<file path="src/rtl/sar_search.sv">
// Successive-approximation search controller driving an external combinational
// comparator; finds the target exactly or returns the largest trial <= target.
module sar_search #(
   parameter int size = 4
) (
   input  logic            clk,
   input  logic            rst_n,
   input  logic            start,
   output logic [size-1:0] trial,
   input  logic            cmp_gt,
   input  logic            cmp_lt,
   input  logic            cmp_eq,
   output logic [size-1:0] result,
   output logic            busy,
   output logic            done,
   output logic            found,
   output logic            cmp_err
);

   localparam int IW = (size > 1) ? $clog2(size) : 1;

   typedef enum logic [1:0] {IDLE, EVAL, DONE} state_t;

   state_t          state;
   logic [IW-1:0]   index;
   logic [size-1:0] upd;
   logic [size-1:0] step;
   logic            cmp_ok;

   assign cmp_ok = ({cmp_gt, cmp_lt, cmp_eq} == 3'b100) ||
                   ({cmp_gt, cmp_lt, cmp_eq} == 3'b010) ||
                   ({cmp_gt, cmp_lt, cmp_eq} == 3'b001);

   // upd resolves the current bit; step also sets the next bit to try
   always_comb begin
      upd = trial;
      if (cmp_gt) upd[index] = 1'b0;
      step = upd;
      if (index != '0) step[index - IW'(1)] = 1'b1;
   end

   always_ff @(posedge clk or negedge rst_n) begin
      if (!rst_n) begin
         state   <= IDLE;
         trial   <= '0;
         result  <= '0;
         busy    <= 1'b0;
         done    <= 1'b0;
         found   <= 1'b0;
         cmp_err <= 1'b0;
         index   <= IW'(size - 1);
      end else begin
         case (state)
            IDLE: begin
               done <= 1'b0;
               if (start) begin
                  trial   <= {1'b1, {(size-1){1'b0}}};
                  index   <= IW'(size - 1);
                  found   <= 1'b0;
                  cmp_err <= 1'b0;
                  busy    <= 1'b1;
                  state   <= EVAL;
               end else begin
                  trial <= '0;
               end
            end
            EVAL: begin
               if (!cmp_ok) begin
                  cmp_err <= 1'b1;
                  found   <= 1'b0;
                  result  <= '0;
                  trial   <= '0;
                  busy    <= 1'b0;
                  state   <= DONE;
               end else if (cmp_eq) begin
                  result <= trial;
                  found  <= 1'b1;
                  trial  <= '0;
                  busy   <= 1'b0;
                  state  <= DONE;
               end else if (index == '0) begin
                  result <= upd;
                  found  <= 1'b0;
                  trial  <= '0;
                  busy   <= 1'b0;
                  state  <= DONE;
               end else begin
                  trial <= step;
                  index <= index - IW'(1);
               end
            end
            DONE: begin
               done  <= 1'b1;
               trial <= '0;
               state <= IDLE;
            end
            default: state <= IDLE;
         endcase
      end
   end

endmodule

</file>
<file path="config.mk">
export PLATFORM = sky130hd
export DESIGN_NAME = sar_search
export DESIGN_NICKNAME = d
export VERILOG_FILES = /design/src/rtl/sar_search.sv
export SDC_FILE = /design/constraint.sdc
export NUM_CORES = 1
export LEC_CHECK = 0
export BUFFER_PORTS_ARGS = -buffer_cell sky130_fd_sc_hd__buf_2
export CORE_AREA = 2 2 59 61
export DETAILED_ROUTE_END_ITERATION = 6
export DIE_AREA = 0 0 61 63
export PLACE_DENSITY = 0.46
export SLEW_MARGIN = 20
export SYNTH_ARGS = -nofsm -noshare
export SYNTH_HDL_FRONTEND = slang
export SYNTH_SLANG_ARGS = --single-unit
</file>
<file path="constraint.sdc">
create_clock -name clk -period 2.1 [get_ports clk]
set_input_delay 0.105 -clock clk [delete_from_list [all_inputs] [get_ports clk]]
set_output_delay 0.105 -clock clk [all_outputs]
set_load 0.01 [all_outputs]
</file>
# == Yosys cells after proc, flatten, opt, wreduce, memory -nomap -nowiden ==
# Cells that the tools add are included.
# op_classes
add_sub_neg,1
n_lt_le_gt_ge,4
reduce_logical,15
n_eq_ne,12
n_bitwise,3
mux,36
# ops
op,count
$mux 4,9
$mux 2,8
$pmux 4 s3,1
$mux 1,10
$ne 2x2->1 const B,5
$pmux 1 s2,4
$pmux 2 s2,2
$lt 2x3->1 const B,2
$reduce_and 3->1,2
$reduce_bool 2->1,3
$reduce_and 5->1,1
$and 4x4->4,1
$demux 1 s2,2
$ge 2x1->1 const B,2
$logic_not 2->1,2
$ne 4x4->1 const B,1
$not 4->4,1
$or 4x4->4,1
$reduce_and 2->1,2
$eq 3x1->1 const B,1
$eq 3x2->1 const B,1
$eq 3x3->1 const B,1
$ne 3x2->1 const B,1
$reduce_bool 3->1,1
5 further kinds,7
# word_totals
word_cells,79
in_bits,6
regBits,16
output_inout_bits,12

# == Logic depth before layout (Yosys ltp) ==
# Gate-level depths: netlist (run 1).
# logic_depth
ltp_word,13
depth_mapped,7
ltp_nobuf,6

# == Worst setup path after synthesis (run 1) ==
# OpenSTA, ideal clock, no wires.
# synth_path
path_type,register to register
startpoint,reg index[0]
endpoint,reg result[0]
path_stages_with_launch,5
setup_slack_ps,329
required_time_ps,1948
n_path_buf,0
setup_time_ps,152
synth_period_minus_slack_ps,1771
arrival_time_ps,1620
path_cell_list,dfstp_2 > inv_1 > ha_1 > o31ai_1 > o21ai_0
# synth_between
elab_chain_cells,10
word_cells_on_any_way,14
cone_classes,2 x order compare; 1 x eq/ne; 6 x mux; 2 x bitwise; 3 x reduce/logical
# synth_lines
item,line,text
from (decl),25,logic [IW-1:0] index;
from (signal assigned),51,index <= IW'(size - 1);
from (signal assigned),58,index <= IW'(size - 1);
from (signal assigned),89,index <= index - IW'(1);
$lt 2x3->1 (not written as such) or $ge 2x1->1 (tied branches),37,if (cmp_gt) upd[index] = 1'b0;
$logic_and 1x1->1 (not written as such),37,
$mux 1 (not written as such),37,
$demux 1 s2,37,
$not 4->4 (no source line),-,
$and 4x4->4 (no source line),-,
$mux 4,37,
$mux 4,81,end else if (index == '0) begin
$mux 4,75,end else if (cmp_eq) begin
$mux 4,68,if (!cmp_ok) begin
to (signal assigned),76,result <= trial;
to (signal assigned),82,result <= upd;
to (decl),13,"output logic [size-1:0] result,"
# Several ways; a longest one is shown, not always the timed one. The select of a mux whose other input is x is not followed.
# A chain may end at the register's enable or synchronous reset.

# == Worst setup path in the final report (run 1) ==
# layout_path
startpoint,reg index[0]
endpoint,reg index[0]
# layout_between
elab_chain_cells,5
word_cells_on_any_way,8
cone_classes,1 x add/sub; 1 x eq/ne; 4 x mux; 2 x reduce/logical
# layout_lines
item,line,text
$sub 2x1->2,89,
$mux 2,81,
$mux 2,75,
$mux 2,68,
$pmux 2 s2,53,case (state)
# Several ways; a longest one is shown, not always the timed one. The select of a mux whose other input is x is not followed.

==> impl_metrics.ini, run 1 <==
[run_status]
status = finished, final reports clean

[clock_network]
clk_latency_ns = 0.29
post-cts-setup-buffers = 0
cts_tree = built
clock_path_buffers = 2
numCtsBuffers = 3
cts_sinks = 16
h-tree-depth = 1
cts.root.buffer_cell = clkbuf_4
cts.clk_slew.worst_paths_ns = 0.09

[global_route]
grt_max_degree = 17
grt_use_total_pct = 12.4
grt_first_pass_wirelength_um = 3600
grt_pass1_vias = 766
grt.overflow.total = 0
antenna_found_initial = 0

[hold_path]
hp-start = start
hp-class = primary input to register
min_path_cells = 3
hold_path_end = found$_DFFE_PN0P_

[power_and_ir_drop]
ir_drop_v = 0.000547
leakagePower_nw = 0.535
power_density_mw_per_mm2 = 1070

[finish]
syn_to_final_growth_pct = 20.5
layout.nets = 143
fin_area_mm2 = 0.00113
final_layout_size_suffix_gt1_share_pct = 21.9
num_antenna_cells = 0
n_fill_cell = 353

[worst_setup_path]
worst_ep_arrival_time_ns = 2.17
path_cells = inv_1 > ha_1 > o21a_1 > a211oi_1 > o22ai_1 > a31oi_1
reg2reg_depth = 6
required_ns = 2.32
cp_num_buf_inv = 1
rrSetupSlack_ns = 0.15
startpoint = index[0]$_DFFE_PN1P_
slowest_stage = dfstp_2
path_max_fanout = 7
worstSetupPathType = register to register
critPathLaunchType = register
cp.depth = 6
cp-end-kind = register
rr_endpoint = index[0]$_DFFE_PN1P_
critPathTopFamily = compound AO/OA/AOI/OAI gates
max_stage_delay_ns = 0.60
r2r-start = index[0]$_DFFE_PN1P_

[sta]
drv_slew = 0
slew_headroom_pct = 72.6
skew_ns = 0.00113
setup_tns_ns = 0
period_needed_ns = 1.95
rsz0062_at_grt = no
hold_viol_final = 0
period_share_pct = 92.7
setup_violations = 0
fmax_ghz = 0.514
worst_slew_pin_slew_ns = 0.408

[synth]
ys_async_sr_fraction_pct = 100
seq_area_frac_synth_pct = 42.9
netlist_area_um2 = 940
avgSynthCellArea_um2 = 8.95
synth_edf_count = 0
synth_common_cells = 21 x nand2_1, 14 x dfrtp_1, 10 x o21ai_0
syn-instance-count = 105
yosysMostFrequentCell = nand2_1
synth-warning-count = 0
synth_area_leaders = dfrtp_1 37%, ha_1 11%, nand2_1 8.4%, dfstp_2 5.6%, o21ai_0 5.3%
synth_top_area_cell = dfrtp_1
synth.distinct_cells = 31
yosys_most_used_dff = dfrtp_1
synth_seq_cells = 16
synth_fp_nets = 119
yosysTopAreaCellShare_pct = 37.3

[die]
start_util_pct = 29.1
die_w_um = 61
die_area_mm2 = 0.00384
rows = 21
core_mm2 = 0.00323
pin_count = 18
die_height_um = 63

[route]
drc = 0
wl_per_cell_um = 12.2
via_count = 819
firstDrtPassIters = 6
avgViaCountPerCell = 4.71
wl_um = 2120
drtAntennaViolNets = 0
drt_iter0_drc = 21

[place]
hpwl_um = 1600
place_congestion = 0.750
port_buffers = 17
dpl_cell_area_mm2 = 0.00110

[flow_run]
drv_cap = 0
[report_power, final]
group          leakage, nW  internal, mW  total, mW  switching, mW
sequential           0.206         0.402      0.472         0.0693
clock               0.0150        0.0738      0.171         0.0975
combinational        0.314         0.238      0.564          0.326
total                0.535         0.714       1.21          0.492
[repair_timing]
item,CTS,global route
resized for setup,0,0
hold buffers,1,0
hold endpoints to repair,14,0
[logic make-up after synthesis]
kind of cell / after synthesis / share of synthesized area [%]
AOI/OAI and AO/OA: 36 / 24.1
and+or+nand+nor: 33 / 16.0
DFF: 16 / 42.9
buffers and inverters: 10 / 4.53
adders and majority gates: 8 / 10.7
xor gates and xnor gates: 2 / 1.86
[routing by layer]
metal | wire length (µm) | up-vias | GRT usage (%)
met3 | 74 | 2 | 3.93
li1 | - | 415 | -
met1 | 1040 | 389 | 16.0
met4 | 13 | 0 | 3.26
met2 | 990 | 13 | 19.5
met5 | 0 | - | 0
[worst max-delay path by stage]
stage                                       end  slack (ns)
final                      index[0]$_DFFE_PN1P_        0.15
after global routing       index[0]$_DFFE_PN1P_        0.05
after CTS                  index[0]$_DFFE_PN1P_        0.17
after detailed placement   index[0]$_DFFE_PN1P_        0.20
after global placement     index[0]$_DFFE_PN1P_        0.31
after floorplan           result[0]$_DFFE_PN0P_        0.33
[worst register-to-register path, cell delays in order (launching register included)]
cell	delay [ns]
dfstp_2	0.60
inv_1	0.11
ha_1	0.31
o21a_1	0.21
a211oi_1	0.34
o22ai_1	0.14
a31oi_1	0.16
[sequential cells by signal (all words and copies together), names as in the netlist]
register and cells:
cmp_err 1, trial 4, done 1, busy 1, state 2, result 4
found 1, index 2
[per-stage QoR]
stage / power [mW] / util [%] / setup slack [ns] / instances / hold slack [ns]
after floorplan: 0.841 / - / 0.329 / 105 / -0.191
after detailed placement: 1.04 / 33.9 / 0.201 / 169 / 0.0521
after CTS: 1.23 / 35.0 / 0.172 / 174 / 0.114
after global routing: 1.33 / 35.0 / 0.0480 / 174 / 0.128
final: 1.21 / 35.0 / 0.153 / 174 / 0.128
after global placement: 1.04 / 33.9 / 0.312 / 169 / 0.0499
[cells in the final DEF, fill, tap and decap left out]
master and count:
nor4b_1 1, clkbuf_1 1, nor2b_1 2, nor3_1 1, buf_2 17, o22ai_1 2
a21o_1 1, o21ai_0 10, clkbuf_4 3, inv_1 7, o21a_1 3, nand2_1 21
o211ai_1 1, a31oi_1 2, dfstp_2 2, buf_4 4, xnor2_1 1, o221ai_1 1
dfrtp_1 14, o31ai_1 1, or4_4 1, a2bb2oi_1 1, xor2_1 1, dlygate4sd3_1 1
a21oi_1 9, nand3_1 4, nor2_1 2, a22oi_1 2, ha_1 8, and2_1 1
o41ai_1 1, a211oi_1 1, o31ai_2 1
[cell type report]
| class | count | area, µm² | share of cell area, % |
|---|---|---|---|
| inverter | 7 | 26.3 | 2.32 |
| tap | 46 | 57.6 | 5.08 |
| sequential | 16 | 403 | 35.6 |
| clock buffer | 4 | 26.3 | 2.32 |
| multi-input combinational | 79 | 494 | 43.6 |
| timing repair buffer | 22 | 125 | 11.0 |
No activity file was read; power rests on OpenSTA's default activity.
==> run 2, diff against run 1 <==
- MAX_ROUTING_LAYER: not set -> met4
- PLACE_DENSITY: 0.46 -> 0.48
- clock period: 2.1 -> 1.64 ns (I/O delays scaled with it)
==> run 2 against run 1 <==
Cell count is 5.2% higher; final area is 13% higher; critical path depth is 1 higher; first-iteration DRC count is 4.8% lower; critical endpoint unchanged; combinational power is 71% higher; power is 47% higher; sequential power is 25% higher; via count is 5.5% higher; die area stayed put; largest cell class unchanged; sequential share of layout area is 4.0 points lower.
==> impl_metrics.ini, run 2 (synthesis gave the netlist of run 1 again) <==
[clock_network]
cts_sinks = 16
cts_tree = built
numCtsBuffers = 3
clk_latency_ns = 0.29
cts.clk_slew.worst_paths_ns = 0.10
cts.root.buffer_cell = clkbuf_4
h-tree-depth = 1
clock_path_buffers = 2

[global_route]
grt_use_total_pct = 12.6
grt_pass1_vias = 759
grt_max_degree = 17
antenna_found_initial = 0
grt_first_pass_wirelength_um = 3570
grt.overflow.total = 0

[worst_setup_path]
required_ns = 1.85
path_max_fanout = 8
worst_ep_arrival_time_ns = 1.79
worstSetupPathType = register to register
cp-end-kind = register
critPathLaunchType = register

[finish]
multiInputGateArea_um2 = 569
n_fill_cell = 347
fin_area_mm2 = 0.00127
final_layout_size_suffix_gt1_share_pct = 35.8
final_common_cell = nand2_1
layout.nets = 152
layoutNonFillerInstCount = 183
largest_registers = result (4), trial (4)
mostFrequentLayoutCells = 21 x nand2_1, 17 x buf_2, 14 x dfrtp_1
syn_to_final_growth_pct = 35.7
num_antenna_cells = 0
seqCellArea_um2 = 403

[place]
port_buffers = 17
dpl_cell_area_mm2 = 0.00116
hpwl_um = 1620
place_congestion = 0.758
dp_cells = 176

[die]
pin_count = 18
start_util_pct = 29.1
rows = 21
die_area_mm2 = 0.00384
die_w_um = 61
die_height_um = 63
core_mm2 = 0.00323

[route]
via_count = 864
drc = 0
drt_iter0_drc = 20
avgViaCountPerCell = 4.72
wl_per_cell_um = 12.8
wl_um = 2350
drtAntennaViolNets = 0
firstDrtPassIters = 4

[sta]
setup_tns_ns = 0
hold_viol_final = 0
skew_ns = 0.000609
setup_violations = 0
period_share_pct = 96.0
slew_headroom_pct = 62.2
drv_slew = 0
fmax_ghz = 0.635
worst_slew_pin_slew_ns = 0.563
period_needed_ns = 1.57

[power_and_ir_drop]
leakagePower_nw = 0.580
ir_drop_v = 0.000810
power_density_mw_per_mm2 = 1390

[hold_path]
hp-class = primary input to register

[run_status]
status = finished, final reports clean

[flow_run]
drv_cap = 0
==> run 2: layout make-up <==
cell class              instances  share of cell area (%)
multi-input cells              79                    44.7
flip-flops and latches         16                    31.6
repair buffers                 31                    15.1
well taps                      46                    4.51
clock buffers                   4                    2.06
inverters                       7                    2.06
==> run 2: path summary, 6_finish.rpt <==
path                                            start                     to  slack, ns  cells after the start
worst max register to register   state[1]$_DFFE_PN0P_   index[0]$_DFFE_PN1P_       0.07                      7
worst min-delay path                            start   state[0]$_DFFE_PN0P_       0.11                      3
max in group asynchronous                       rst_n   index[0]$_DFFE_PN1P_       1.09                      2
worst min register to register  result[1]$_DFFE_PN0P_  result[1]$_DFFE_PN0P_       0.48                      2
min in group asynchronous                       rst_n  result[1]$_DFFE_PN0P_       0.24                      2
worst max-delay path             state[1]$_DFFE_PN0P_   index[0]$_DFFE_PN1P_       0.07                      7
==> run 2: worst max-delay path, cell delays in order (launching register included) <==
cell and delay (ns):
dfrtp_1 0.39, inv_1 0.13, ha_2 0.23, buf_4 0.16, o21a_1 0.17, a211oi_4 0.05, and2_1 0.18, a31oi_1 0.18
==> run 2: power by group <==
group	total [mW]	leakage [nW]	internal [mW]	switching, mW
clock network	0.225	0.0150	0.0945	0.131
logic	0.962	0.359	0.441	0.521
registers	0.588	0.206	0.514	0.0740
total	1.78	0.580	1.05	0.726
==> run 2: routing by layer <==
| metal | vias up | wire, µm | track usage (%) |
|---|---|---|---|
| li1 | 438 | - | - |
| met1 | 406 | 1080 | 16.5 |
| met2 | 18 | 1160 | 19.0 |
| met3 | 2 | 90 | 3.73 |
| met4 | 0 | 15 | 3.26 |
| met5 | - | 0 | - |
==> run 2: through the flow <==
| stage | hold WS (ns) | power [mW] | setup WS [ns] | util (%) |
|---|---|---|---|---|
| 6_report | 0.106 | 1.78 | 0.0652 | 39.5 |
| 5_1_grt | 0.0957 | 1.94 | -0.0120 | 39.5 |
| 4_1_cts | 0.107 | 1.67 | 0.00919 | 37.8 |
| 3_5_place_dp | 0.0358 | 1.40 | -0.0287 | 35.8 |
| 3_3_place_gp | 0.0299 | 1.41 | -0.00709 | 35.8 |
| 2_1_floorplan | -0.214 | 1.10 | -0.00307 | - |
==> run 2: timing repair <==
item                                    4_1_cts  5_1_grt
hold buffers                                  1        0
endpoints found under the setup margin        2        8
endpoints found under the hold margin        14        0
resized for setup                             4       10
pin swaps                                     3        2
buffers inserted                              2        0
==> run 3, diff against run 2 <==
- ABC_AREA: not set -> 1
- CORE_AREA: 2 2 59 61 -> 2 2 62 64
- DIE_AREA: 0 0 61 63 -> 0 0 64 66
- PLACE_DENSITY: 0.48 -> 0.46
==> run 3 against run 2 <==
Area after synthesis grew 7.6%; final area shrank 4.2%; critical path type unchanged; register-to-register slack gained 0.08 ns; highest routed layer unchanged.
==> impl_metrics.ini, run 3 <==
[finish]
fin_area_mm2 = 0.00122
syn_to_final_growth_pct = 20.8
num_antenna_cells = 0
final_common_cell = nand2_1
final_layout_size_suffix_gt1_share_pct = 31.9
layout.nets = 159
largest_registers = result (4), trial (4)
mostFrequentLayoutCells = 35 x nand2_1, 17 x nand3_1, 17 x buf_2
layoutNonFillerInstCount = 192

[synth]
yosysTopAreaCellShare_pct = 34.7
synth-warning-count = 0
syn-instance-count = 120
synth_top_area_cell = dfrtp_1
synth_edf_count = 0
seq_area_frac_synth_pct = 39.9
synth_common_cells = 36 x nand2_1, 17 x nand3_1, 14 x dfrtp_1
synth_area_leaders = dfrtp_1 35%, nand2_1 13%, ha_1 9.9%, nand3_1 8.4%, dfstp_2 5.2%
ys_async_sr_fraction_pct = 100
synth_seq_cells = 16
synth.distinct_cells = 26
yosys_most_used_dff = dfrtp_1
netlist_area_mm2 = 0.00101
yosysMostFrequentCell = nand2_1
synth_fp_nets = 134
avgSynthCellArea_um2 = 8.42

[worst_setup_path]
critPathTopFamily = simple AND/OR/NAND/NOR gates
worstSetupPathType = register to register
critPathLaunchType = register
path_common_cell = inv_1
worst_ep_arrival_time_ns = 1.71
cp-end-kind = register
required_ns = 1.86
slowest_stage = dfrtp_1
max_stage_delay_ns = 0.43
path_cells = inv_1 > ha_1 > inv_1 > nor2_1 > nand4_1 > nand2_2 > nand2_1 > o21ai_0
cp_num_buf_inv = 2
path_max_fanout = 5

[place]
dp_cells = 184
place_congestion = 0.783
hpwl_um = 1700
dpl_cell_area_mm2 = 0.00114
port_buffers = 17
dp_slack_ns = 0.0853

[global_route]
grt_max_degree = 17
grt_use_total_pct = 12.3
grt_pass1_vias = 856
grt.overflow.total = 0
grt_first_pass_wirelength_um = 3850
antenna_found_initial = 0

[route]
avgViaCountPerCell = 4.30
wl_per_cell_um = 11.3
via_count = 825
firstDrtPassIters = 4
drt_iter0_drc = 30
drc = 0
wl_um = 2170
drtAntennaViolNets = 0

[die]
pin_count = 18
start_util_pct = 28.5
rows = 22
die_height_um = 66
die_area_mm2 = 0.00422
core_mm2 = 0.00355
die_w_um = 64

[sta]
setup_ws_ns = 0.149
period_needed_ns = 1.49
skew_ns = 0.00180
hold_viol_final = 0
worst_slew_pin_slew_ns = 0.375
period_share_pct = 90.9
setup_violations = 0
slew_headroom_pct = 75.0
setup_tns_ns = 0
drv_slew = 0
fmax_ghz = 0.671

[power_and_ir_drop]
power_density_mw_per_mm2 = 1590
p_total_mw = 1.94
leakagePower_nw = 0.628
ir_drop_v = 0.000375

[flow_run]
drv_cap = 0

[hold_path]
hp-class = primary input to register

[clock_network]
cts_sinks = 16
h-tree-depth = 1
cts_tree = built
clk_latency_ns = 0.29
clock_path_buffers = 2
cts.root.buffer_cell = clkbuf_4
cts.clk_slew.worst_paths_ns = 0.10
numCtsBuffers = 3

[run_status]
status = finished, final reports clean
==> run 3: through the flow <==
stage | util, % | hold WS [ns]
floorplan | - | -0.214
global route | 34.4 | 0.0476
finish | 34.4 | 0.0257
global placement | 32.2 | 0.0249
CTS | 33.5 | 0.0253
detailed placement | 32.2 | 0.0295
==> run 3: cell families (layout without fill, tap and decap cells) <==
| logic type | count (synthesis) | in the layout | synth area share [%] |
|---|---|---|---|
| AND/OR/NAND/NOR | 68 | 68 | 35.6 |
| flip-flops | 16 | 16 | 39.9 |
| AO/OA/AOI/OAI | 14 | 14 | 7.80 |
| buffers and inverters | 14 | 38 | 6.81 |
| adder cells (fa/ha/maj) | 8 | 8 | 9.90 |
==> run 3: layout make-up <==
class,count,area [µm²]
Fill cell,385,2330
Multi-Input combinational cell,90,547
Sequential cell,16,403
Timing Repair Buffer,22,125
Tap cell,48,60.1
Inverter,12,50.0
Clock buffer,4,36.3
==> run 3: metal layers <==
metal | routed length, µm | track usage [%] | vias to the layer above
met5 | 0 | - | -
met4 | 44 | 5.71 | 0
met3 | 48 | 2.04 | 5
met2 | 1100 | 21.4 | 8
met1 | 970 | 14.0 | 374
li1 | - | - | 438
==> run 3: power by group <==
part	total, mW	internal [mW]	leakage, nW	switching [mW]
sequential	0.637	0.540	0.207	0.0974
clock	0.274	0.135	0.0210	0.139
combinational	1.03	0.416	0.400	0.614
==> run 3: final timing paths <==
kind	startpoint	end	slack, ns	cells past startpoint
worst max-delay path	state[1]$_DFFE_PN0P_	state[0]$_DFFE_PN0P_	0.15	8
worst min-delay path	start	trial[3]$_DFFE_PN0P_	0.03	3
worst max register to register	state[1]$_DFFE_PN0P_	state[0]$_DFFE_PN0P_	0.15	8
worst min register to register	cmp_err$_DFFE_PN0P_	cmp_err$_DFFE_PN0P_	0.48	2
max in group asynchronous	rst_n	index[0]$_DFFE_PN1P_	1.11	2
min in group asynchronous	rst_n	trial[1]$_DFFE_PN0P_	0.22	2
==> run 3: worst reg2reg max path: cells and delay by family (launching register included) <==
| family | cells | cell delay [ns] |
|---|---|---|
| AO/OA/AOI/OAI | 1 | 0.07 |
| adder cells (fa/ha/maj) | 1 | 0.25 |
| buffers and inverters | 2 | 0.20 |
| flip-flops | 1 | 0.43 |
| AND/OR/NAND/NOR | 4 | 0.46 |
==> run 3: timing repair <==
action / 4_1_cts / 5_1_grt
setup endpoints to repair: 0 / 10
endpoints found under the hold margin: 14 / 0
setup buffers: 0 / 3
resized for setup: 0 / 4
hold buffers: 1 / 0
